`src/rtl/trace_capture.sv`:
```
// Trace capture buffer: arms on request, starts a fixed-length window on the
// round-start trigger, captures valid leakage bytes, then drains them over valid/ready.
module trace_capture #(
  parameter int DEPTH = 32,
  parameter int AW    = 5
) (
  input  logic       clk,
  input  logic       rst,
  input  logic       arm,
  input  logic       trig,
  input  logic [7:0] sample_in,
  input  logic       sample_valid,
  input  logic       rd_ready,
  output logic [7:0] rd_data,
  output logic       rd_valid,
  output logic       rd_last,
  output logic       busy,
  output logic [7:0] sig
);

  typedef enum logic [1:0] {IDLE, ARMED, CAPTURE, DRAIN} state_t;

  localparam logic [AW-1:0] LAST_IDX = AW'(DEPTH - 1);

  state_t          state_q, state_d;
  logic [AW-1:0]   wr_ptr_q, wr_ptr_d;
  logic [AW-1:0]   rd_ptr_q, rd_ptr_d;
  logic [7:0]      sig_q, sig_d;
  logic [7:0]      rd_data_q, rd_data_d;
  logic            rd_valid_q, rd_valid_d;
  logic            rd_last_q, rd_last_d;
  logic            busy_q, busy_d;
  logic            wr_en;
  logic [AW-1:0]   rd_ptr_inc;
  logic [7:0]      mem [DEPTH];

  always_comb begin
    state_d    = state_q;
    wr_ptr_d   = wr_ptr_q;
    rd_ptr_d   = rd_ptr_q;
    sig_d      = sig_q;
    rd_data_d  = rd_data_q;
    rd_valid_d = rd_valid_q;
    rd_last_d  = rd_last_q;
    wr_en      = 1'b0;
    rd_ptr_inc = rd_ptr_q + AW'(1);

    case (state_q)
      IDLE: begin
        if (arm) begin
          state_d = ARMED;
          sig_d   = 8'h00;
        end
      end
      ARMED: begin
        if (trig) begin
          state_d = CAPTURE;
          if (sample_valid) begin
            wr_en    = 1'b1;
            wr_ptr_d = wr_ptr_q + AW'(1);
            sig_d    = sample_in;
          end
        end
      end
      CAPTURE: begin
        if (sample_valid) begin
          wr_en    = 1'b1;
          wr_ptr_d = wr_ptr_q + AW'(1);
          sig_d    = sig_q ^ sample_in;
          // Final write lands in the top entry, so buf[0] is already stable to preload.
          if (wr_ptr_q == LAST_IDX) begin
            state_d    = DRAIN;
            rd_valid_d = 1'b1;
            rd_data_d  = mem[rd_ptr_q];
            rd_last_d  = (rd_ptr_q == LAST_IDX);
          end
        end
      end
      DRAIN: begin
        if (rd_valid_q && rd_ready) begin
          if (rd_last_q) begin
            state_d    = IDLE;
            rd_ptr_d   = '0;
            rd_valid_d = 1'b0;
            rd_last_d  = 1'b0;
            rd_data_d  = 8'h00;
          end else begin
            rd_ptr_d  = rd_ptr_inc;
            rd_data_d = mem[rd_ptr_inc];
            rd_last_d = (rd_ptr_inc == LAST_IDX);
          end
        end
      end
      default: state_d = IDLE;
    endcase

    busy_d = (state_d != IDLE);
  end

  always_ff @(posedge clk or posedge rst) begin
    if (rst) begin
      state_q    <= IDLE;
      wr_ptr_q   <= '0;
      rd_ptr_q   <= '0;
      sig_q      <= 8'h00;
      rd_data_q  <= 8'h00;
      rd_valid_q <= 1'b0;
      rd_last_q  <= 1'b0;
      busy_q     <= 1'b0;
    end else begin
      state_q    <= state_d;
      wr_ptr_q   <= wr_ptr_d;
      rd_ptr_q   <= rd_ptr_d;
      sig_q      <= sig_d;
      rd_data_q  <= rd_data_d;
      rd_valid_q <= rd_valid_d;
      rd_last_q  <= rd_last_d;
      busy_q     <= busy_d;
    end
  end

  // Sample storage has no reset; contents are only meaningful inside a window.
  always_ff @(posedge clk) begin
    if (wr_en) begin
      mem[wr_ptr_q] <= sample_in;
    end
  end

  assign rd_data  = rd_data_q;
  assign rd_valid = rd_valid_q;
  assign rd_last  = rd_last_q;
  assign busy     = busy_q;
  assign sig      = sig_q;

endmodule

```
`config.mk`:
```
export PLATFORM = sky130hd
export DESIGN_NAME = trace_capture
export DESIGN_NICKNAME = d
export VERILOG_FILES = /design/src/rtl/trace_capture.sv
export SDC_FILE = /design/constraint.sdc
export NUM_CORES = 1
export LEC_CHECK = 0
export CAP_MARGIN = 0
export CORE_MARGIN = 3
export CORE_UTILIZATION = 44
export DETAILED_ROUTE_END_ITERATION = 16
export DONT_BUFFER_PORTS = 1
export HOLD_SLACK_MARGIN = 0.05
export PLACE_DENSITY = 0.7
export SLEW_MARGIN = 20
export SYNTH_ARGS = -nofsm -noshare
export SYNTH_HDL_FRONTEND = slang
export SYNTH_SLANG_ARGS = --single-unit
```
`constraint.sdc`:
```
create_clock -name clk -period 3.9 [get_ports clk]
set_input_delay 0.39 -clock clk [delete_from_list [all_inputs] [get_ports clk]]
set_output_delay 0.39 -clock clk [all_outputs]
set_load 0.05 [all_outputs]
```
### After elaboration in Yosys (flattened, before gate mapping)

Memories as Yosys holds them, arrays and structs flattened.
Index checks and enable logic that the tools add are counted.

* $add $sub $neg: 2
* equality and inequality tests: 13
* multiplexer cells: 36
* bitwise operators: 1
* reductions and logical operators: 11

Operator list (number)
* $mux W8: 8
* $pmux W8 S3: 1
* $pmux W8 S2: 1
* $eq A5 B5 Y1 const B: 3
* $mux W5: 3
* $ne A2 B2 Y1 const B: 7
* $mux W1: 12
* $mux W2: 6
* $add A5 B1 Y5 const B: 2
* $pmux W5 S2: 1
* $reduce_and A5 Y1: 2
* $pmux W2 S4: 1
* $xor A8 B8 Y8: 1
* $pmux W1 S2: 3
* $reduce_bool A2 Y1: 3
* $eq A2 B2 Y1 const B: 2
* $reduce_and A2 Y1: 2
* $reduce_and A4 Y1: 1
* $reduce_bool A3 Y1: 1
* $eq A2 B1 Y1 const B: 1
* $logic_not A2 Y1: 1
* $logic_and A1 B1 Y1: 1

* bits in registers: 31
* memory bits (writable): 256
* bits of input ports: 14
* output and inout port bits: 19
* logic and storage cells: 72
* memories: 1

Memory list
* mem: depth 32, width 8, read ports 2, clocked after Yosys merged registers in 0, write ports 1, RTL line 35 `logic [7:0] mem [DEPTH];`

### Longest topological paths before layout

Gate-level depths: netlist of the first run.

* word-level depth: 5
* depth in mapped cells: 13
* mapped depth without buffers: 9

### Worst setup path before layout of the first run

OpenSTA, ideal clock, no wires.

* kind: register -> register
* start: register rd_ptr_q[0]
* end: register rd_data_q[0], in the netlist rd_data[0]
* arrival: 3.009 ns
* path slack: 0.749 ns
* stages on the path, launching flop included: 12
* buffers on the path: 5
* clock period less this slack: 3.151 ns
* path through: dfrtp_1 buf_4 buf_6 buf_2 clkinv_1 ha_1 buf_4 clkbuf_1 mux4_2 mux4_2 mux2i_1 o211ai_1

* word-level cells in the longest chain between the ends: 5
* elaborated cells between the ends (all ways): 7
* classes of those cells: 1 x add/sub; 5 x mux; 1 x memory

Ends and longest elaborated chain
* start: declaration: RTL line 27 `logic [AW-1:0] rd_ptr_q, rd_ptr_d;`
* start signal: assignment: RTL line 113 `rd_ptr_q <= rd_ptr_d;`
* $add A5 B1 Y5: RTL line 46 `rd_ptr_inc = rd_ptr_q + AW'(1);`
* $mem_v2 Z32 W8 *
* $mux W8: RTL line 81 `if (rd_last_q) begin`
* $mux W8: RTL line 80 `if (rd_valid_q && rd_ready) begin`
* $pmux W8 S2 *: RTL line 48 `case (state_q)`
* end signal: assignment: RTL line 115 `rd_data_q <= rd_data_d;`
* end: declaration: RTL line 29 `logic [7:0] rd_data_q, rd_data_d;`

Mark *: on every way between the ends. The rest lies on a longest branch, timed or not. The select of a mux whose other input is x is not followed.
A chain may end at the register's enable or synchronous reset.

### Worst setup path after layout of the first run

* start: register state_q[0]
* end: memory mem[10][2] (enable)

* word-level cells in the longest chain between the ends: 4
* elaborated cells between the ends (all ways): 5
* classes of those cells: 2 x eq/ne; 3 x mux

Ends and longest elaborated chain
* start: declaration: RTL line 25 `state_t state_q, state_d;`
* start signal: assignment: RTL line 111 `state_q <= state_d;`
* $eq A2 B2 Y1 / $eq A2 B1 Y1 (equally long branches): RTL line 48
* $pmux W1 S2 *: RTL line 48
* $mux W1 *: RTL line 124 `if (wr_en) begin`
* $mux W1 (implied by the code) *: RTL line 125 `mem[wr_ptr_q] <= sample_in;`
* end: declaration: RTL line 35

Mark *: on every way between the ends. The rest lies on a longest branch, timed or not.

==> out/qor.csv, run 1 <==
stage,metric,value,unit
timing,final worst slack,830.5,ps
synth,Synth warnings,0,
timing,Max Clock Skew,12.74,ps
global_route,vias in the first global route,8062,
synth,Post-Syn Instances,806,
clock_tree,Clock transition at path regs,60,ps
clock_tree,CTS buffer count,29,
place,# port buffers,0,
critical_path,worst path arrival time,3240,ps
hold_path,min-delay src,sample_in[0],
synth,synth cell count leaders,"edfxtp_1 (256), mux4_2 (132), nand2_1 (63), nor2_1 (61), o21ai_0 (44)",
synth,Syn Std Cell Area,13670,µm²
timing,TNS Setup,0,ps
place,dpl hpwl,23180,µm
timing,worst hold slack,81.53,ps
timing,final setup vio count,0,
place,Final GP Congestion,0.9490,
layout,ANT cells,0,
critical_path,Worst Setup End Kind,flip-flop,
synth,"area leader, netlist",edfxtp_1,
die,Die ar.,33210,µm²
critical_path,crit path max fanout,17,
global_route,initial antenna violation count,0,
critical_path,worst reg2reg path depth,6,
clock_tree,CTS sink count,287,
power_and_ir_drop,Power Density,486.6,nW/µm²
synth,Synth top area share,0.5625,
critical_path,Critical path origin,state_q[0],
hold_path,Worst Hold Class,primary input to flip-flop,
die,CORE AREA,30110,µm²
synth,sequential area share after synthesis,0.6193,
clock_tree,H-tree depth,1,
timing,Max Freq,325.8,MHz
synth,ys async rst share,0.1080,
routing,final WL,36200,µm
clock_tree,Max Buffers Root-to-Sink,3,
clock_tree,Worst-Skew Late Latency,550,ps
timing,Hold Fails Final Rpt,0,
layout,fraction of layout cells with a size suffix above 1,0.2604,
synth,Cell variety after synth,51,
flow_run,MaxCap Viol Count,0,
synth,"count leader, synth",edfxtp_1,
die,Rows,63,
synth,Synthesized Nets,833,
synth,Synth area leaders,"edfxtp_1 (56%), mux4_2 (22%), dfrtp_1 (5.7%), nand2_1 (1.7%), nor2_1 (1.7%)",
routing,drt wl/cell,29.31,µm
synth,"Avg Cell Area, Syn",16.95,µm²
critical_path,reg2reg end,mem[10][2],
critical_path,reg2reg start,state_q[0],
timing,post-route minimum period,3070,ps
critical_path,WS Path Type,flip-flop to flip-flop,
routing,DR vias,8059,
routing,TritonRoute pass-1 iters,5,
die,Die X,182.2,µm
global_route,global-route wire length before repair,54110,µm
timing,Rel. slew slack,0.3673,
run_status,outcome,finished clean,
synth,synthesized flop and latch total,287,
critical_path,Worst setup SP type,flip-flop,
timing,RSZ-0062 raised after global routing,no,
timing,Slew @ Worst Pin,947.1,ps
power_and_ir_drop,Leakage,4.954,nW
routing,Vias/cell,6.526,
clock_tree,Post CTS Setup Buffer Count,0,
critical_path,CP Capture Point,mem[10][2],
routing,Routed Antenna Nets,0,
timing,post-route clock period utilization,0.7871,
global_route,Tot GR Track Use,0.2179,
clock_tree,CTS tree,done,
critical_path,R2R Setup Slk,830,ps
critical_path,worst path required time,4070,ps
clock_tree,hold bufs inserted after CTS,10,
hold_path,Worst Hold Path Cells,3,
clock_tree,Root Buffer,clkbuf_16,
global_route,largest net degree at the start of global routing,91,
timing,Pins Over Slew Limit,0,
die,die height,182.2,µm
die,IO Count,33,
place,setup slack after placement,842.2,ps
die,Initial Utilization,0.4538,
global_route,total gr overflow,0,
routing,initial DRC count,1145,
power_and_ir_drop,Peak VDD IR,298.7,µV
layout,Nets,851,
synth,top_reg_cell synth,edfxtp_1,
clock_tree,PostCTS Resize Cnt,0,
routing,number of remaining DRC errors,0,
synth,number of flops mapped to enable cells by yosys,256,
layout,area growth from synthesis to layout,11.79,%
==> stage by stage <==
stage | instance area (µm²) | power [mW] | util | instances
floorplan | 13670 | 4.352 | - | 806
global placement | 14130 | 4.556 | 0.4693 | 1173
detailed placement | 14130 | 4.576 | 0.4693 | 1173
CTS | 15270 | 7.452 | 0.5072 | 1235
global route | 15280 | 7.694 | 0.5074 | 1235
finish | 15280 | 7.435 | 0.5074 | 1235
==> flip-flops by register name (all words and copies together) (netlist names) <==
register and flops:
busy 1, wr_ptr_q 5, rd_last 1, rd_data 8, mem 256, rd_valid 1
sig 8, rd_ptr_q 5, state_q 2
==> cell type report <==
cell class | count | area (µm²)
Clock inverter | 18 | 215.2
Sequential cell | 287 | 8471
Tap cell | 390 | 488.0
Fill cell | 2435 | 14830
Timing Repair Buffer | 35 | 392.9
Inverter | 14 | 52.55
Multi-Input combinational cell | 457 | 4913
Clock buffer | 34 | 744.5
==> report_power, final <==
part	switching [mW]	internal, mW	leakage (nW)
clock	1.14	1.69	0.470
combinational	0.430	0.249	1.79
sequential	0.442	3.48	2.70
total	2.02	5.42	4.95
==> cells in the final DEF, fill, tap and decap left out, types with 5 or more instances in the layout <==
cell / netlist / final
a21oi_1: 7 / 7
a22oi_1: 25 / 25
a31oi_1: 5 / 5
buf_12: 0 / 10
buf_4: 9 / 23
bufinv_16: 0 / 5
clkbuf_1: 16 / 5
clkbuf_16: 0 / 29
clkinv_1: 1 / 6
clkinv_2: 0 / 6
dfrtp_1: 31 / 29
edfxtp_1: 256 / 256
ha_1: 13 / 12
inv_1: 13 / 13
mux2_2: 6 / 6
mux2i_1: 10 / 10
mux4_2: 132 / 132
nand2_1: 63 / 63
nand3_1: 20 / 20
nand4_1: 8 / 8
nor2_1: 61 / 61
nor2b_1: 13 / 13
o21ai_0: 44 / 44
==> logic make-up (layout without fill, tap and decap cells) <==
logic type | after synthesis | after routing | synth area share
AO/OA/AOI/OAI | 108 | 108 | 0.05100
flip-flops | 287 | 287 | 0.6193
XOR/XNOR | 7 | 7 | 0.006410
AND/OR/NAND/NOR | 181 | 181 | 0.05860
adder cells (fa/ha/maj) | 13 | 13 | 0.01190
multiplexers | 148 | 148 | 0.2298
buffers and inverters | 62 | 101 | 0.02298
==> worst max-delay path: stages, from the launching register on <==
cell and delay (ps):
dfrtp_1 410, inv_1 120, ha_1 480, a21oi_1 140, nor2_1 300, nand2_1 430, nor2_1 800
==> worst min-delay path by stage <==
stage,end,slack [ps]
final,sig[0],80
after global routing,rd_valid,100
after CTS,rd_valid,70
after detailed placement,rd_ptr_q[1],360
after global placement,rd_ptr_q[1],370
after floorplan,busy,490
==> metal layers <==
layer | up-vias | wire length (µm) | global-route usage
li1 | 3329 | - | -
met1 | 4225 | 14260 | 0.3099
met2 | 436 | 17180 | 0.3441
met3 | 69 | 3878 | 0.05422
met4 | 0 | 883 | 0.05058
met5 | - | 0 | 0
Power figures use the tool's default switching activity.
==> run 2: changes to the inputs <==
--- a/config.mk
+++ b/config.mk
@@ -11,7 +11,7 @@
 export DETAILED_ROUTE_END_ITERATION = 16
 export DONT_BUFFER_PORTS = 1
 export HOLD_SLACK_MARGIN = 0.05
-export PLACE_DENSITY = 0.7
+export PLACE_DENSITY = 0.72
 export SLEW_MARGIN = 20
 export SYNTH_ARGS = -nofsm -noshare
 export SYNTH_HDL_FRONTEND = slang
==> constraint.sdc (replaced) <==
create_clock -name clk -period 2.81 [get_ports clk]
set_input_delay 0.281 -clock clk [delete_from_list [all_inputs] [get_ports clk]]
set_output_delay 0.281 -clock clk [all_outputs]
set_load 0.05 [all_outputs]
==> out/qor.csv, run 2 (synthesized netlist as in run 1, its figures left out) <==
stage,metric,value,unit,change
die,Initial Utilization,0.4538,,unchanged
power_and_ir_drop,Clock power frac,0.402,,+0.021
clock_tree,Worst-Skew Late Latency,560,ps,about the same
timing,Max Freq,398.6,MHz,+22%
power_and_ir_drop,Power Density,674.7,nW/µm²,+39%
global_route,Tot GR Track Use,0.2068,,-0.01106
layout,most frequent cells in the layout,"edfxtp_1 (256), mux4_2 (132), nand2_1 (63)",,
critical_path,family with the most delay on the worst path,compound AO/OA/AOI/OAI gates,,
routing,Vias/cell,6.299,,-3.5%
clock_tree,CTS tree,done,,
global_route,largest net degree at the start of global routing,67,,-26%
critical_path,Worst Path Buf+Inv,1,,unchanged
power_and_ir_drop,combinational fraction of design power,0.091,,about the same
global_route,global-route wire length before repair,52050,µm,-3.8%
critical_path,worst-path cell chain,"buf_4, mux4_2, a22oi_1, a21boi_0, a221oi_1, o21ai_0",,
routing,DR vias,8120,,+0.76%
timing,TNS Setup,0,ps,unchanged
routing,Routed Antenna Nets,0,,unchanged
timing,Rel. slew slack,0.2526,,-0.1147
critical_path,worst reg2reg path depth,6,,unchanged
die,Rows,63,,unchanged
clock_tree,Clock transition at path regs,60,ps,about the same
die,die height,182.2,µm,unchanged
layout,ANT cells,0,,unchanged
power_and_ir_drop,Reg power frac,0.507,,-0.021
critical_path,CP Capture Point,rd_data[1],,
timing,RSZ-0062 raised after global routing,no,,
die,Die ar.,33210,µm²,unchanged
place,setup slack after placement,281.0,ps,-561.2 ps
layout,"most common cell after layout, fill and taps aside",edfxtp_1,,
layout,Nets,902,,+6.0%
power_and_ir_drop,switch share,0.2634,,-0.007874
routing,final WL,34160,µm,-5.6%
layout,fill count,2379,,-2.3%
critical_path,WS Path Type,flip-flop to flip-flop,,
power_and_ir_drop,Switching Power,2.811,mW,+39%
hold_path,min-delay src,rd_ready,,
critical_path,Worst Setup End Kind,flip-flop,,
clock_tree,Max Buffers Root-to-Sink,3,,unchanged
timing,Slew @ Worst Pin,1119,ps,+171.7 ps
critical_path,R2R Setup Slk,300,ps,-530 ps
place,dpl hpwl,22980,µm,-0.85%
layout,max FFs per register,256,,unchanged
timing,post-route clock period utilization,0.8927,,+0.1057
power_and_ir_drop,Pint,7.861,mW,+45%
layout,Reg with most FFs,mem,,
place,# port buffers,0,,unchanged
timing,final setup vio count,0,,unchanged
critical_path,slowest CP cell,mux4_2,,
clock_tree,Root Buffer,clkbuf_16,,
critical_path,reg2reg end,rd_data[1],,
routing,initial DRC count,689,,-40%
clock_tree,CTS sink count,287,,unchanged
layout,area growth from synthesis to layout,15.74,%,
place,Final GP Congestion,0.8823,,-7.0%
layout,fraction of layout cells with a size suffix above 1,0.2981,,+0.03775
die,CORE AREA,30110,µm²,unchanged
timing,Pins Over Slew Limit,0,,unchanged
power_and_ir_drop,Peak VDD IR,458.4,µV,+53%
flow_run,MaxCap Viol Count,0,,unchanged
routing,drt wl/cell,26.50,µm,-9.6%
critical_path,worst path arrival time,2930,ps,-310 ps
routing,number of remaining DRC errors,0,,unchanged
clock_tree,H-tree depth,1,,unchanged
critical_path,Worst setup SP type,flip-flop,,
timing,post-route minimum period,2509,ps,-561.0 ps
critical_path,Critical path origin,rd_ptr_q[1],,
global_route,initial antenna violation count,0,,unchanged
die,Die X,182.2,µm,unchanged
critical_path,Worst path max stage delay,580,ps,-220 ps
timing,Hold Fails Final Rpt,0,,unchanged
run_status,outcome,finished clean,,
timing,final worst slack,301.4,ps,-529.0 ps
routing,TritonRoute pass-1 iters,5,,unchanged
hold_path,Worst Hold Class,primary input to flip-flop,,
critical_path,worst path required time,3230,ps,-840 ps
clock_tree,CTS buffer count,30,,+3.4%
timing,Max Clock Skew,15.46,ps,+2.721 ps
global_route,vias in the first global route,8244,,+2.3%
critical_path,critical path depth in cells,6,,unchanged
power_and_ir_drop,Leakage,5.275,nW,+6.5%
critical_path,reg2reg start,rd_ptr_q[1],,
die,IO Count,33,,unchanged
global_route,total gr overflow,0,,unchanged
critical_path,crit path max fanout,26,,+9
run 2: metrics by stage:
| step | total power [mW] | cells | instance area [µm²] | hold slack (ps) | utilization |
|---|---|---|---|---|---|
| final | 10.67 | 1289 | 15820 | 93.62 | 0.5253 |
| after global routing | 11.03 | 1289 | 15820 | 123.1 | 0.5253 |
| after global placement | 6.307 | 1214 | 14470 | 294.6 | 0.4804 |
| after floorplan | 6.040 | 806 | 13680 | 379.9 | - |
| after CTS | 10.71 | 1289 | 15810 | 87.19 | 0.5251 |
| after detailed placement | 6.345 | 1214 | 14470 | 291.7 | 0.4804 |
run 2: area by class of cell:
cell class | instances | area, µm² | share of cell area
well taps | 390 | 488.0 | 0.03085
multi-input cells | 457 | 4913 | 0.3107
inverters | 14 | 53.80 | 0.003402
clock inverters | 20 | 280.3 | 0.01772
flip-flops and latches | 287 | 8471 | 0.5356
clock buffers | 36 | 794.5 | 0.05023
repair buffers | 85 | 815.8 | 0.05158
run 2: metal layers:
layer / up-vias / wire length (µm) / global-route usage
met1: 4221 / 13270 / 0.2814
li1: 3437 / - / -
met2: 399 / 16380 / 0.3317
met3: 63 / 3595 / 0.05940
met5: - / 0 / 0
met4: 0 / 920 / 0.05424
run 2: power groups by stage:
| stage | logic (mW) | clock network (mW) | registers [mW] |
|---|---|---|---|
| after floorplan | 0.652 | 0 | 5.39 |
| after global routing | 1.07 | 4.51 | 5.44 |
| after detailed placement | 0.850 | 0 | 5.49 |
| final | 0.972 | 4.29 | 5.41 |
| after global placement | 0.820 | 0 | 5.49 |
| after CTS | 0.961 | 4.34 | 5.41 |
run 2: worst min-delay path, stage by stage:
cell,delay [ps]
a31oi_1,100
o21ai_0,130
o21ai_0,80
run 2: timing repair:
item                                    in CTS  in global routing
hold endpoints to repair                   301                  0
gates resized for setup                      0                  2
hold buffers                                19                  0
endpoints found under the setup margin       0                 68
setup buffers                                0                  0
run 2: worst min path at each step:
stage	depth (start not counted)	endpoint
after global placement	2	busy
after floorplan	1	busy
final	3	rd_valid
after CTS	3	rd_valid
after detailed placement	2	busy
after global routing	3	rd_valid
